--- config.mk ---
export PLATFORM = sky130hd
export DESIGN_NAME = nibble_sorter_flat
export DESIGN_NICKNAME = d
export VERILOG_FILES = /design/src/rtl/nibble_sorter_if.sv /design/src/rtl/nibble_sorter.sv /design/src/flat_wrapper.sv
export SDC_FILE = /design/constraint.sdc
export NUM_CORES = 1
export LEC_CHECK = 0
export ABC_AREA = 1
export BUFFER_PORTS_ARGS = -buffer_cell sky130_fd_sc_hd__buf_2
export CORE_MARGIN = 5
export CORE_UTILIZATION = 40
export DETAILED_ROUTE_END_ITERATION = 6
export GPL_TIMING_DRIVEN = 0
export SLEW_MARGIN = 40
export SYNTH_ARGS = -nofsm -noshare
export SYNTH_HDL_FRONTEND = slang
export SYNTH_SLANG_ARGS = --single-unit
--- constraint.sdc ---
create_clock -name clk -period 4.5 [get_ports clk]
set_input_delay 0.225 -clock clk [delete_from_list [all_inputs] [get_ports clk]]
set_output_delay 0.225 -clock clk [all_outputs]
set_load 0.01 [all_outputs]
--- src/rtl/nibble_sorter_if.sv ---
// Handshake/data bundle between a sort requester and nibble_sorter.
// DEPTH must match the DEPTH of the nibble_sorter instance it connects to.
interface nibble_sorter_if #(
  parameter int DEPTH = 4
);
  logic                 start;
  logic                 descend;
  logic [4*DEPTH-1:0]   din;
  logic                 busy;
  logic                 done;
  logic [4*DEPTH-1:0]   dout;
  logic [5:0]           swap_cnt;

  modport master (
    output start, descend, din,
    input  busy, done, dout, swap_cnt
  );

  modport slave (
    input  start, descend, din,
    output busy, done, dout, swap_cnt
  );
endinterface

--- src/rtl/nibble_sorter.sv ---
// Bubble sorter for DEPTH nibbles, one compare/conditional swap per clock through a shared
// FourBit_Comparator. Define NIBBLE_SORTER_EARLY_EXIT_EN to stop after the first swap-free pass.
module FourBit_Comparator (
  input  logic [3:0] A,
  input  logic [3:0] B,
  output logic       eq,
  output logic       gt,
  output logic       lt
);
  assign eq = (A == B);
  assign gt = (A > B);
  assign lt = (A < B);
endmodule

module nibble_sorter #(
  parameter int DEPTH = 4
) (
  input  logic           clk,
  input  logic           rst_n,
  nibble_sorter_if.slave sif
);
  localparam int IW = $clog2(DEPTH);

  typedef enum logic [1:0] {IDLE, SCAN, DONE} state_t;

  state_t             state;
  logic [3:0]         r    [DEPTH];
  logic [3:0]         r_sw [DEPTH];
  logic [4*DEPTH-1:0] r_sw_flat;
  logic [IW-1:0]      i, pass, i_nxt, last_i;
  logic               desc_q;
  logic [5:0]         cnt;
  logic [3:0]         cmp_a, cmp_b;
  logic               cmp_eq, cmp_gt, cmp_lt;
  logic               swap, stop_early;

  assign i_nxt  = i + IW'(1);
  assign last_i = IW'(DEPTH - 2) - pass;

  // The only comparator: both operands are muxed by the scan index.
  assign cmp_a = r[i];
  assign cmp_b = r[i_nxt];

  FourBit_Comparator u_cmp (
    .A  (cmp_a),
    .B  (cmp_b),
    .eq (cmp_eq),
    .gt (cmp_gt),
    .lt (cmp_lt)
  );

  // Equal neighbours never swap, which keeps the sort stable.
  assign swap = (state == SCAN) && !cmp_eq && (desc_q ? cmp_lt : cmp_gt);

  always_comb begin
    // NOTE: combinational blocks use blocking '=' and assign a default first, so no latch is inferred.
    r_sw      = r;
    r_sw_flat = '0;
    if (swap) begin
      r_sw[i]     = cmp_b;
      r_sw[i_nxt] = cmp_a;
    end
    for (int k = 0; k < DEPTH; k++) r_sw_flat[4*k +: 4] = r_sw[k];
  end

`ifdef NIBBLE_SORTER_EARLY_EXIT_EN
  logic pass_swap;
  assign stop_early = !(pass_swap || swap);
`else
  assign stop_early = 1'b0;
`endif

  always_ff @(posedge clk or negedge rst_n) begin
    if (!rst_n) begin
      state        <= IDLE;
      // NOTE: the working array is a handful of flops, so it is reset like every other register.
      for (int k = 0; k < DEPTH; k++) r[k] <= '0;
      i            <= '0;
      pass         <= '0;
      desc_q       <= 1'b0;
      cnt          <= '0;
      sif.busy     <= 1'b0;
      sif.done     <= 1'b0;
      sif.dout     <= '0;
      sif.swap_cnt <= '0;
`ifdef NIBBLE_SORTER_EARLY_EXIT_EN
      pass_swap    <= 1'b0;
`endif
    end else begin
      case (state)
        IDLE: begin
          sif.done <= 1'b0;
          if (sif.start) begin
            for (int k = 0; k < DEPTH; k++) r[k] <= sif.din[4*k +: 4];
            desc_q   <= sif.descend;
            i        <= '0;
            pass     <= '0;
            cnt      <= '0;
`ifdef NIBBLE_SORTER_EARLY_EXIT_EN
            pass_swap <= 1'b0;
`endif
            sif.busy <= 1'b1;
            state    <= SCAN;
          end
        end

        SCAN: begin
          r   <= r_sw;
          cnt <= cnt + 6'(swap);
`ifdef NIBBLE_SORTER_EARLY_EXIT_EN
          pass_swap <= pass_swap | swap;
`endif
          if (i == last_i) begin
            if (pass == IW'(DEPTH - 2) || stop_early) begin
              sif.done     <= 1'b1;
              sif.dout     <= r_sw_flat;
              sif.swap_cnt <= cnt + 6'(swap);
              state        <= DONE;
            end else begin
              pass <= pass + IW'(1);
              i    <= '0;
`ifdef NIBBLE_SORTER_EARLY_EXIT_EN
              pass_swap <= 1'b0;
`endif
            end
          end else begin
            i <= i_nxt;
          end
        end

        DONE: begin
          sif.done <= 1'b0;
          sif.busy <= 1'b0;
          state    <= IDLE;
        end

        default: state <= IDLE;
      endcase
    end
  end
endmodule

--- src/flat_wrapper.sv ---
// flat-port wrapper written by rule: the top's interface ports become plain ports
module nibble_sorter_flat 
#(
  parameter int DEPTH = 4
)
  (clk, rst_n, sif_start, sif_descend, sif_din, sif_busy, sif_done, sif_dout, sif_swap_cnt);
  nibble_sorter_if #(.DEPTH(DEPTH)) sif_i ();
  input  logic clk;
  input  logic rst_n;
  input wire logic [$bits(sif_i.start)-1:0] sif_start;
  input wire logic [$bits(sif_i.descend)-1:0] sif_descend;
  input wire logic [$bits(sif_i.din)-1:0] sif_din;
  output wire logic [$bits(sif_i.busy)-1:0] sif_busy;
  output wire logic [$bits(sif_i.done)-1:0] sif_done;
  output wire logic [$bits(sif_i.dout)-1:0] sif_dout;
  output wire logic [$bits(sif_i.swap_cnt)-1:0] sif_swap_cnt;
  assign sif_i.start = sif_start;
  assign sif_i.descend = sif_descend;
  assign sif_i.din = sif_din;
  assign sif_busy = sif_i.busy;
  assign sif_done = sif_i.done;
  assign sif_dout = sif_i.dout;
  assign sif_swap_cnt = sif_i.swap_cnt;
  nibble_sorter #(.DEPTH(DEPTH)) u_core (.clk(clk), .rst_n(rst_n), .sif(sif_i));
endmodule
==> flow_summary.html, run 1 <==
<table>
<tr><th>Metric</th><th>Value</th></tr>
<tr><th colspan="2">Run status</th></tr>
<tr><td>Outcome</td><td>finished, final reports clean</td></tr>
<tr><th colspan="2">Critical path</th></tr>
<tr><td>CP Capture Type</td><td>flip-flop</td></tr>
<tr><td>Worst Setup Start Kind</td><td>flip-flop</td></tr>
<tr><td>Highest fanout seen on the critical path</td><td>13</td></tr>
<tr><td>Data required, critical path</td><td>4.73 ns</td></tr>
<tr><td>Worst Setup Path Type</td><td>reg -&gt; reg</td></tr>
<tr><td>Arrival time of data at the critical path endpoint</td><td>4.28 ns</td></tr>
<tr><th colspan="2">Cells and area</th></tr>
<tr><td>Most common cell after layout, fill and taps aside</td><td>nand2_1</td></tr>
<tr><td>Count of inserted antenna diode cells</td><td>0</td></tr>
<tr><td>Sequential cell area</td><td>1330 um^2</td></tr>
<tr><td>Commonest cells after routing, fill and taps aside</td><td>nand2_1, dfrtp_1, buf_2</td></tr>
<tr><td>Final-stage net count</td><td>598</td></tr>
<tr><td>Area used by multi-input combinational logic</td><td>1860 um^2</td></tr>
<tr><td>Area growth from synthesis to final layout</td><td>14.0%</td></tr>
<tr><td>Number of filler instances in the final layout</td><td>871</td></tr>
<tr><td>Fraction of layout cells with a size suffix above 1</td><td>0.149</td></tr>
<tr><th colspan="2">Timing</th></tr>
<tr><td>Post-route clock period utilization</td><td>0.901</td></tr>
<tr><td>Least-Margin Pin Slew</td><td>0.701 ns</td></tr>
<tr><td>Min Clock Period, post-route</td><td>4.05 ns</td></tr>
<tr><td>Max Fclk</td><td>0.247 GHz</td></tr>
<tr><td>Number of max-slew violations in the final report</td><td>0</td></tr>
<tr><td>Total count of hold-check failures in the final report</td><td>0</td></tr>
<tr><td>Max-slew headroom</td><td>0.533</td></tr>
<tr><td>Unrepaired setup endpoints after global routing</td><td>false</td></tr>
<tr><td>Clock Skew</td><td>0.00382 ns</td></tr>
<tr><td>Final setup TNS</td><td>0 ns</td></tr>
<tr><td>Total of endpoints with negative setup slack in the final report</td><td>0</td></tr>
<tr><th colspan="2">Routing</th></tr>
<tr><td>Number of nets with antenna violations after detailed routing</td><td>0</td></tr>
<tr><td>Drc violations</td><td>0</td></tr>
<tr><td>Total length of routed wires</td><td>9310 um</td></tr>
<tr><td>Detail-routed via count per cell</td><td>4.95</td></tr>
<tr><td>Total number of vias</td><td>3311</td></tr>
<tr><td>Detail-routed net length per standard cell</td><td>13.9 um</td></tr>
<tr><td>Detailed Route Iter0 Violations</td><td>201</td></tr>
<tr><td>First-pass detailed-route iteration total</td><td>5</td></tr>
<tr><th colspan="2">Logic synthesis</th></tr>
<tr><td>Synth warnings</td><td>0</td></tr>
<tr><td>Sequential-to-total area share from yosys stat</td><td>0.387</td></tr>
<tr><td>Fraction of the mapped netlist area in adder cells</td><td>0.0548</td></tr>
<tr><td>Multiplexer share of the synthesized area</td><td>0</td></tr>
<tr><td>Post-synthesis simple-gate area fraction</td><td>0.423</td></tr>
<tr><td>Compound-cell area share of the yosys netlist</td><td>0.0504</td></tr>
<tr><td>Number of nets in the synthesized netlist</td><td>547</td></tr>
<tr><td>Flop and latch count out of synthesis</td><td>53</td></tr>
<tr><td>Area share of xor/xnor cells in the synthesized design</td><td>0.0154</td></tr>
<tr><td>Post-synth cell types</td><td>25</td></tr>
<tr><td>Count of mapped cells out of synthesis</td><td>512</td></tr>
<tr><td>Summed instance area of the synthesized netlist</td><td>3420 um^2</td></tr>
<tr><td>Combinational family with the most area after synthesis</td><td>simple AND/OR/NAND/NOR gates</td></tr>
<tr><td>Avg Inst Size Synth</td><td>6.69 um^2</td></tr>
<tr><th colspan="2">CTS</th></tr>
<tr><td>Post_cts resized</td><td>0</td></tr>
<tr><td>Post-CTS Repair Setup Buffers</td><td>0</td></tr>
<tr><td>Sinks on Clock Net</td><td>between 50 and 60</td></tr>
<tr><td>Clock root buffer</td><td>clkbuf_8</td></tr>
<tr><td>Register clock-pin slew on the reported worst setup and hold paths</td><td>0.10 ns</td></tr>
<tr><td>Number of buffers between clock root and the deepest sink</td><td>2</td></tr>
<tr><td>TritonCTS buffer count</td><td>5</td></tr>
<tr><td>H-tree levels</td><td>2</td></tr>
<tr><td>CTS tree</td><td>built</td></tr>
<tr><td>Worst-skew pair later-pin latency</td><td>0.30 ns</td></tr>
<tr><th colspan="2">Global route</th></tr>
<tr><td>Vias in the first global route</td><td>approximately 3100</td></tr>
<tr><td>Pin count of the biggest net entering global routing</td><td>54</td></tr>
<tr><td>Antenna violations before repair</td><td>0</td></tr>
<tr><td>Overflow left after global routing</td><td>0</td></tr>
<tr><td>Overall routing resource usage</td><td>0.185</td></tr>
<tr><td>Global-route wire length before repair</td><td>15300 um</td></tr>
<tr><th colspan="2">Placed design</th></tr>
<tr><td>Final weighted congestion in routability-driven placement</td><td>between 0.9 and 1</td></tr>
<tr><td>HPWL after DPL</td><td>7020 um</td></tr>
<tr><td>IO buf count</td><td>43</td></tr>
<tr><th colspan="2">Floorplanning</th></tr>
<tr><td>Die extent in y</td><td>103 um</td></tr>
<tr><td>Initial Util</td><td>0.415</td></tr>
<tr><td>Total I/O pin count</td><td>44</td></tr>
<tr><td>Std-Cell Rows</td><td>33</td></tr>
<tr><td>Overall die area</td><td>around 11000 um^2</td></tr>
<tr><td>Core Footprint</td><td>slightly above 8000 um^2</td></tr>
<tr><td>Horizontal extent of the die</td><td>approximately 100 um</td></tr>
<tr><th colspan="2">Hold path</th></tr>
<tr><td>Kind of path behind the tightest hold check</td><td>in -&gt; reg</td></tr>
<tr><th colspan="2">Run</th></tr>
<tr><td>Maximum capacitance violations</td><td>0</td></tr>
</table>
==> per-stage QoR <==
step / setup WS [ns] / utilization / hold WS (ns) / area (um^2) / cells
3_5_place_dp: 0.494 / 0.457 / 0.318 / 3770 / 660
6_report: 0.445 / 0.473 / 0.177 / 3900 / 669
5_1_grt: 0.122 / 0.473 / 0.185 / 3900 / 669
2_1_floorplan: 1.17 / - / -0.0706 / 3420 / 512
4_1_cts: 0.468 / 0.473 / 0.177 / 3900 / 669
3_3_place_gp: 0.489 / 0.457 / 0.458 / 3770 / 660
==> per-layer routing <==
layer,track usage,vias up,routed length [um]
met3,0.0318,5,542
met2,0.301,95,4300
li1,-,1693,-
met4,0.0383,0,56
met1,0.261,1518,4410
met5,0,-,0
==> area by class of cell <==
type | instances | share of cell area
Clock buffer | 6 | 0.0212
Inverter | 34 | 0.0327
Multi-Input combinational cell | 408 | 0.477
Buffer | 17 | 0.0279
Tap cell | 105 | 0.0337
Sequential cell | 53 | 0.340
Timing Repair Buffer | 44 | 0.0584
Clock inverter | 2 | 0.00962
==> what timing repair did <==
action,CTS,global route
endpoints found under the setup margin,0,0
hold buffers,1,0
hold endpoints to repair,53,0
==> synth_stat cells <==
master,number,share of area
inv_2,6,0.0066
clkbuf_1,4,0.0044
nand2_1,250,0.27
a21oi_1,3,0.0044
or2_2,9,0.016
nor3_4,1,0.0048
o21ai_2,1,0.0026
buf_6,3,0.0099
inv_1,28,0.031
buf_2,6,0.0088
o22ai_1,3,0.0055
nor3_1,1,0.0015
nor2_4,1,0.0033
ha_1,15,0.055
o21ai_0,21,0.031
nor2_1,46,0.050
nand3_1,47,0.069
buf_4,4,0.0088
xnor2_1,2,0.0051
nand4_1,1,0.0018
a21oi_4,1,0.0048
o41ai_1,1,0.0026
xor2_1,4,0.010
nand2_2,1,0.0018
dfrtp_1,53,0.39
==> final timing paths <==
path	from	slack, ns	end	cells after the start
setup reg to reg	u_core.i[0]	0.45	u_core.cnt[5]	20
setup / recovery	u_core.i[0]	0.45	u_core.cnt[5]	20
hold / removal	sif_descend	0.18	u_core.desc_q	3
max in group asynchronous	rst_n	3.53	u_core.sif.dout[15]	2
hold reg to reg	u_core.sif.dout[7]	0.48	u_core.sif.dout[7]	2
min in group asynchronous	rst_n	0.50	u_core.cnt[2]	2
==> state kept, by name (all words and copies together) (netlist names) <==
register             count
u_core.pass              2
u_core.sif.done          1
u_core.r                16
u_core.sif.dout         16
u_core.cnt               6
u_core.sif.swap_cnt      6
u_core.sif.busy          1
u_core.state             2
u_core.i                 2
u_core.desc_q            1
==> worst max-delay path, cell delays in order, from the launching register on <==
cell and delay [ns]:
dfrtp_1 0.48, buf_2 0.26, inv_2 0.12, buf_4 0.21, ha_1 0.37, inv_1 0.18
nand3_1 0.10, nand2_1 0.21, ha_1 0.30, nand2_1 0.12, inv_1 0.05, nand2_1 0.08
nand3_1 0.13, a21oi_4 0.29, buf_4 0.23, ha_1 0.19, nand3_1 0.11, nor3_1 0.20
xor2_1 0.16, inv_1 0.06, o21ai_0 0.14
==> kinds of logic after synthesis <==
family	Yosys count
AND/OR/NAND/NOR	357
flip-flops	53
buffers and inverters	51
AO/OA/AOI/OAI	30
adder cells (fa/ha/maj)	15
XOR/XNOR	6
Power of run 1 is left out: the tool's default activity adds up to more than one toggle a clock period on the data nets, which glitch-free logic cannot reach.
==> run 2: changes to the inputs <==
--- a/config.mk
+++ b/config.mk
@@ -7,10 +7,13 @@
 export LEC_CHECK = 0
 export ABC_AREA = 1
 export BUFFER_PORTS_ARGS = -buffer_cell sky130_fd_sc_hd__buf_2
+export CELL_PAD_IN_SITES_DETAIL_PLACEMENT = 1
+export CELL_PAD_IN_SITES_GLOBAL_PLACEMENT = 2
 export CORE_MARGIN = 5
-export CORE_UTILIZATION = 40
+export CORE_UTILIZATION = 32
 export DETAILED_ROUTE_END_ITERATION = 6
 export GPL_TIMING_DRIVEN = 0
+export PLACE_DENSITY_LB_ADDON = 0.1
 export SLEW_MARGIN = 40
 export SYNTH_ARGS = -nofsm -noshare
 export SYNTH_HDL_FRONTEND = slang
==> flow_summary.html, run 2 (synthesis gave the netlist of run 1 again) <==
<table>
<tr><th>Metric</th><th>Value</th></tr>
<tr><th colspan="2">Run status</th></tr>
<tr><td>Outcome</td><td>finished, final reports clean</td></tr>
<tr><th colspan="2">CTS</th></tr>
<tr><td>Sinks on Clock Net</td><td>53</td></tr>
<tr><td>Number of buffers between clock root and the deepest sink</td><td>2</td></tr>
<tr><td>Clock root buffer</td><td>clkbuf_8</td></tr>
<tr><td>H-tree levels</td><td>2</td></tr>
<tr><td>CTS tree</td><td>built</td></tr>
<tr><td>TritonCTS buffer count</td><td>5</td></tr>
<tr><td>Register clock-pin slew on the reported worst setup and hold paths</td><td>0.11 ns</td></tr>
<tr><td>Worst-skew pair later-pin latency</td><td>0.32 ns</td></tr>
<tr><th colspan="2">Cells and area</th></tr>
<tr><td>Area growth from synthesis to final layout</td><td>15.3%</td></tr>
<tr><td>Commonest cells after routing, fill and taps aside</td><td>nand2_1, dfrtp_1, nand3_1, buf_2, nor2_1</td></tr>
<tr><td>Leading registers by flop count</td><td>u_core.r: 16 flops, u_core.sif.dout: 16 flops</td></tr>
<tr><td>Final-stage net count</td><td>599</td></tr>
<tr><td>Fraction of layout cells with a size suffix above 1</td><td>0.154</td></tr>
<tr><td>Most common cell after layout, fill and taps aside</td><td>nand2_1</td></tr>
<tr><td>Count of inserted antenna diode cells</td><td>0</td></tr>
<tr><th colspan="2">Critical path</th></tr>
<tr><td>Data required, critical path</td><td>4.74 ns</td></tr>
<tr><td>Highest fanout seen on the critical path</td><td>13</td></tr>
<tr><td>Worst Setup Path Type</td><td>reg -&gt; reg</td></tr>
<tr><td>Register-to-register setup slack</td><td>between 0.4 and 0.5 ns</td></tr>
<tr><td>Launch point of the worst path</td><td>u_core.i[0]</td></tr>
<tr><td>Reg-to-reg startpoint</td><td>u_core.i[0]</td></tr>
<tr><td>Worst R2R Path Depth</td><td>20</td></tr>
<tr><td>CP Capture Type</td><td>flip-flop</td></tr>
<tr><td>Worst Setup Start Kind</td><td>flip-flop</td></tr>
<tr><td>R2r endpoint</td><td>u_core.cnt[5]</td></tr>
<tr><td>Capture point of the critical path</td><td>u_core.cnt[5]</td></tr>
<tr><td>Arrival time of data at the critical path endpoint</td><td>4.33 ns</td></tr>
<tr><th colspan="2">Routing</th></tr>
<tr><td>Number of nets with antenna violations after detailed routing</td><td>0</td></tr>
<tr><td>First-pass detailed-route iteration total</td><td>4</td></tr>
<tr><td>Detailed Route Iter0 Violations</td><td>between 150 and 200</td></tr>
<tr><td>Drc violations</td><td>0</td></tr>
<tr><td>Total number of vias</td><td>roughly 3400</td></tr>
<tr><td>Detail-routed via count per cell</td><td>4.79</td></tr>
<tr><td>Total length of routed wires</td><td>10900 um</td></tr>
<tr><td>Detail-routed net length per standard cell</td><td>15.6 um</td></tr>
<tr><th colspan="2">Placed design</th></tr>
<tr><td>HPWL after DPL</td><td>about 8300 um</td></tr>
<tr><td>Final weighted congestion in routability-driven placement</td><td>approximately 0.85</td></tr>
<tr><td>IO buf count</td><td>between 40 and 50</td></tr>
<tr><th colspan="2">Floorplanning</th></tr>
<tr><td>Total I/O pin count</td><td>44</td></tr>
<tr><td>Overall die area</td><td>12900 um^2</td></tr>
<tr><td>Initial Util</td><td>0.330</td></tr>
<tr><td>Core Footprint</td><td>10400 um^2</td></tr>
<tr><td>Std-Cell Rows</td><td>37</td></tr>
<tr><td>Die extent in y</td><td>113 um</td></tr>
<tr><td>Horizontal extent of the die</td><td>113 um</td></tr>
<tr><th colspan="2">Timing</th></tr>
<tr><td>Number of max-slew violations in the final report</td><td>0</td></tr>
<tr><td>Min Clock Period, post-route</td><td>4.09 ns</td></tr>
<tr><td>Unrepaired setup endpoints after global routing</td><td>false</td></tr>
<tr><td>Clock Skew</td><td>0.00516 ns</td></tr>
<tr><td>Post-route clock period utilization</td><td>0.908</td></tr>
<tr><td>Max-slew headroom</td><td>0.517</td></tr>
<tr><td>Total of endpoints with negative setup slack in the final report</td><td>0</td></tr>
<tr><td>Final setup TNS</td><td>0 ns</td></tr>
<tr><td>Total count of hold-check failures in the final report</td><td>0</td></tr>
<tr><td>Least-Margin Pin Slew</td><td>0.725 ns</td></tr>
<tr><td>Max Fclk</td><td>roughly 0.24 GHz</td></tr>
<tr><th colspan="2">Global route</th></tr>
<tr><td>Pin count of the biggest net entering global routing</td><td>54</td></tr>
<tr><td>Overflow left after global routing</td><td>0</td></tr>
<tr><td>Antenna violations before repair</td><td>0</td></tr>
<tr><td>Overall routing resource usage</td><td>0.177</td></tr>
<tr><td>Vias in the first global route</td><td>3511</td></tr>
<tr><td>Global-route wire length before repair</td><td>around 18000 um</td></tr>
<tr><th colspan="2">Run</th></tr>
<tr><td>Maximum capacitance violations</td><td>0</td></tr>
<tr><th colspan="2">Hold path</th></tr>
<tr><td>Kind of path behind the tightest hold check</td><td>in -&gt; reg</td></tr>
</table>
==> run 2: cell types whose count changed in the layout (fill, tap and decap cells not counted) <==
cell        previous run  this run
buf_4                  5         6
clkinvlp_4             1         0
nand2_2                1         2
nand2_1              250       249
inv_6                  0         1
clkbuf_8               6         5
clkbuf_4               0         1
buf_2                 48        47
dfrtp_2                0         1
clkinv_2               0         1
dfrtp_1               53        52
==> run 2: worst min path at each step <==
| stage | cells after the start | start | slack, ns | to |
|---|---|---|---|---|
| 6_report | 3 | sif_descend | 0.17 | u_core.desc_q |
| 5_1_grt | 3 | sif_descend | 0.16 | u_core.desc_q |
| 4_1_cts | 3 | sif_descend | 0.16 | u_core.desc_q |
| 3_5_place_dp | 1 | rst_n | 0.34 | u_core.r[14] |
| 3_3_place_gp | 2 | u_core.sif.dout[4] | 0.46 | u_core.sif.dout[4] |
| 2_1_floorplan | 0 | rst_n | -0.07 | u_core.cnt[0] |
==> run 2: final cells by class <==
class / instances / area, um^2
clock buffer: 5 / 68.8
inverter: 34 / 128
sequential: 53 / 1330
tap: 136 / 170
buffer: 17 / 111
clock inverter: 3 / 43.8
timing repair buffer: 45 / 235
multi-input combinational: 408 / 1860
fill: 1372 / 6420
==> run 2: through the flow <==
step	instance area (um^2)	hold slack [ns]	util	setup slack (ns)	std cells
4_1_cts	3930	0.158	0.379	0.199	700
6_report	3950	0.171	0.381	0.414	701
3_3_place_gp	3810	0.458	0.367	0.254	691
5_1_grt	3950	0.165	0.381	0.0122	701
3_5_place_dp	3810	0.337	0.368	0.221	691
2_1_floorplan	3420	-0.0706	-	1.17	512
==> run 2: timing repair <==
item	4_1_cts	5_1_grt
endpoints found under the hold margin	53	0
gates resized for setup	0	3
buffers inserted	0	1
endpoints found under the setup margin	0	4
hold buffers	1	0
==> run 2: layer usage <==
layer  GRT usage  routed length [um]  share of wire  vias up
li1            -                   -              -     1698
met2       0.316                5420           0.50       33
met3      0.0196                 225          0.021        5
met5           0                   0              0        -
met4      0.0264                  76         0.0070        0
met1       0.234                5190           0.48     1623
==> run 2: worst max-delay path: stages (launching register included) <==
cell,delay (ns)
dfrtp_2,0.47
clkbuf_4,0.21
inv_2,0.17
buf_4,0.23
ha_1,0.33
inv_1,0.19
nand3_1,0.10
nand2_1,0.25
ha_1,0.30
nand2_1,0.07
nand2_1,0.05
nand2_1,0.07
nand3_1,0.13
a21oi_4,0.26
buf_4,0.25
ha_1,0.21
nand3_1,0.11
nor3_1,0.21
xor2_1,0.16
inv_1,0.06
o21ai_0,0.14
Power of run 2 is left out for the same reason.
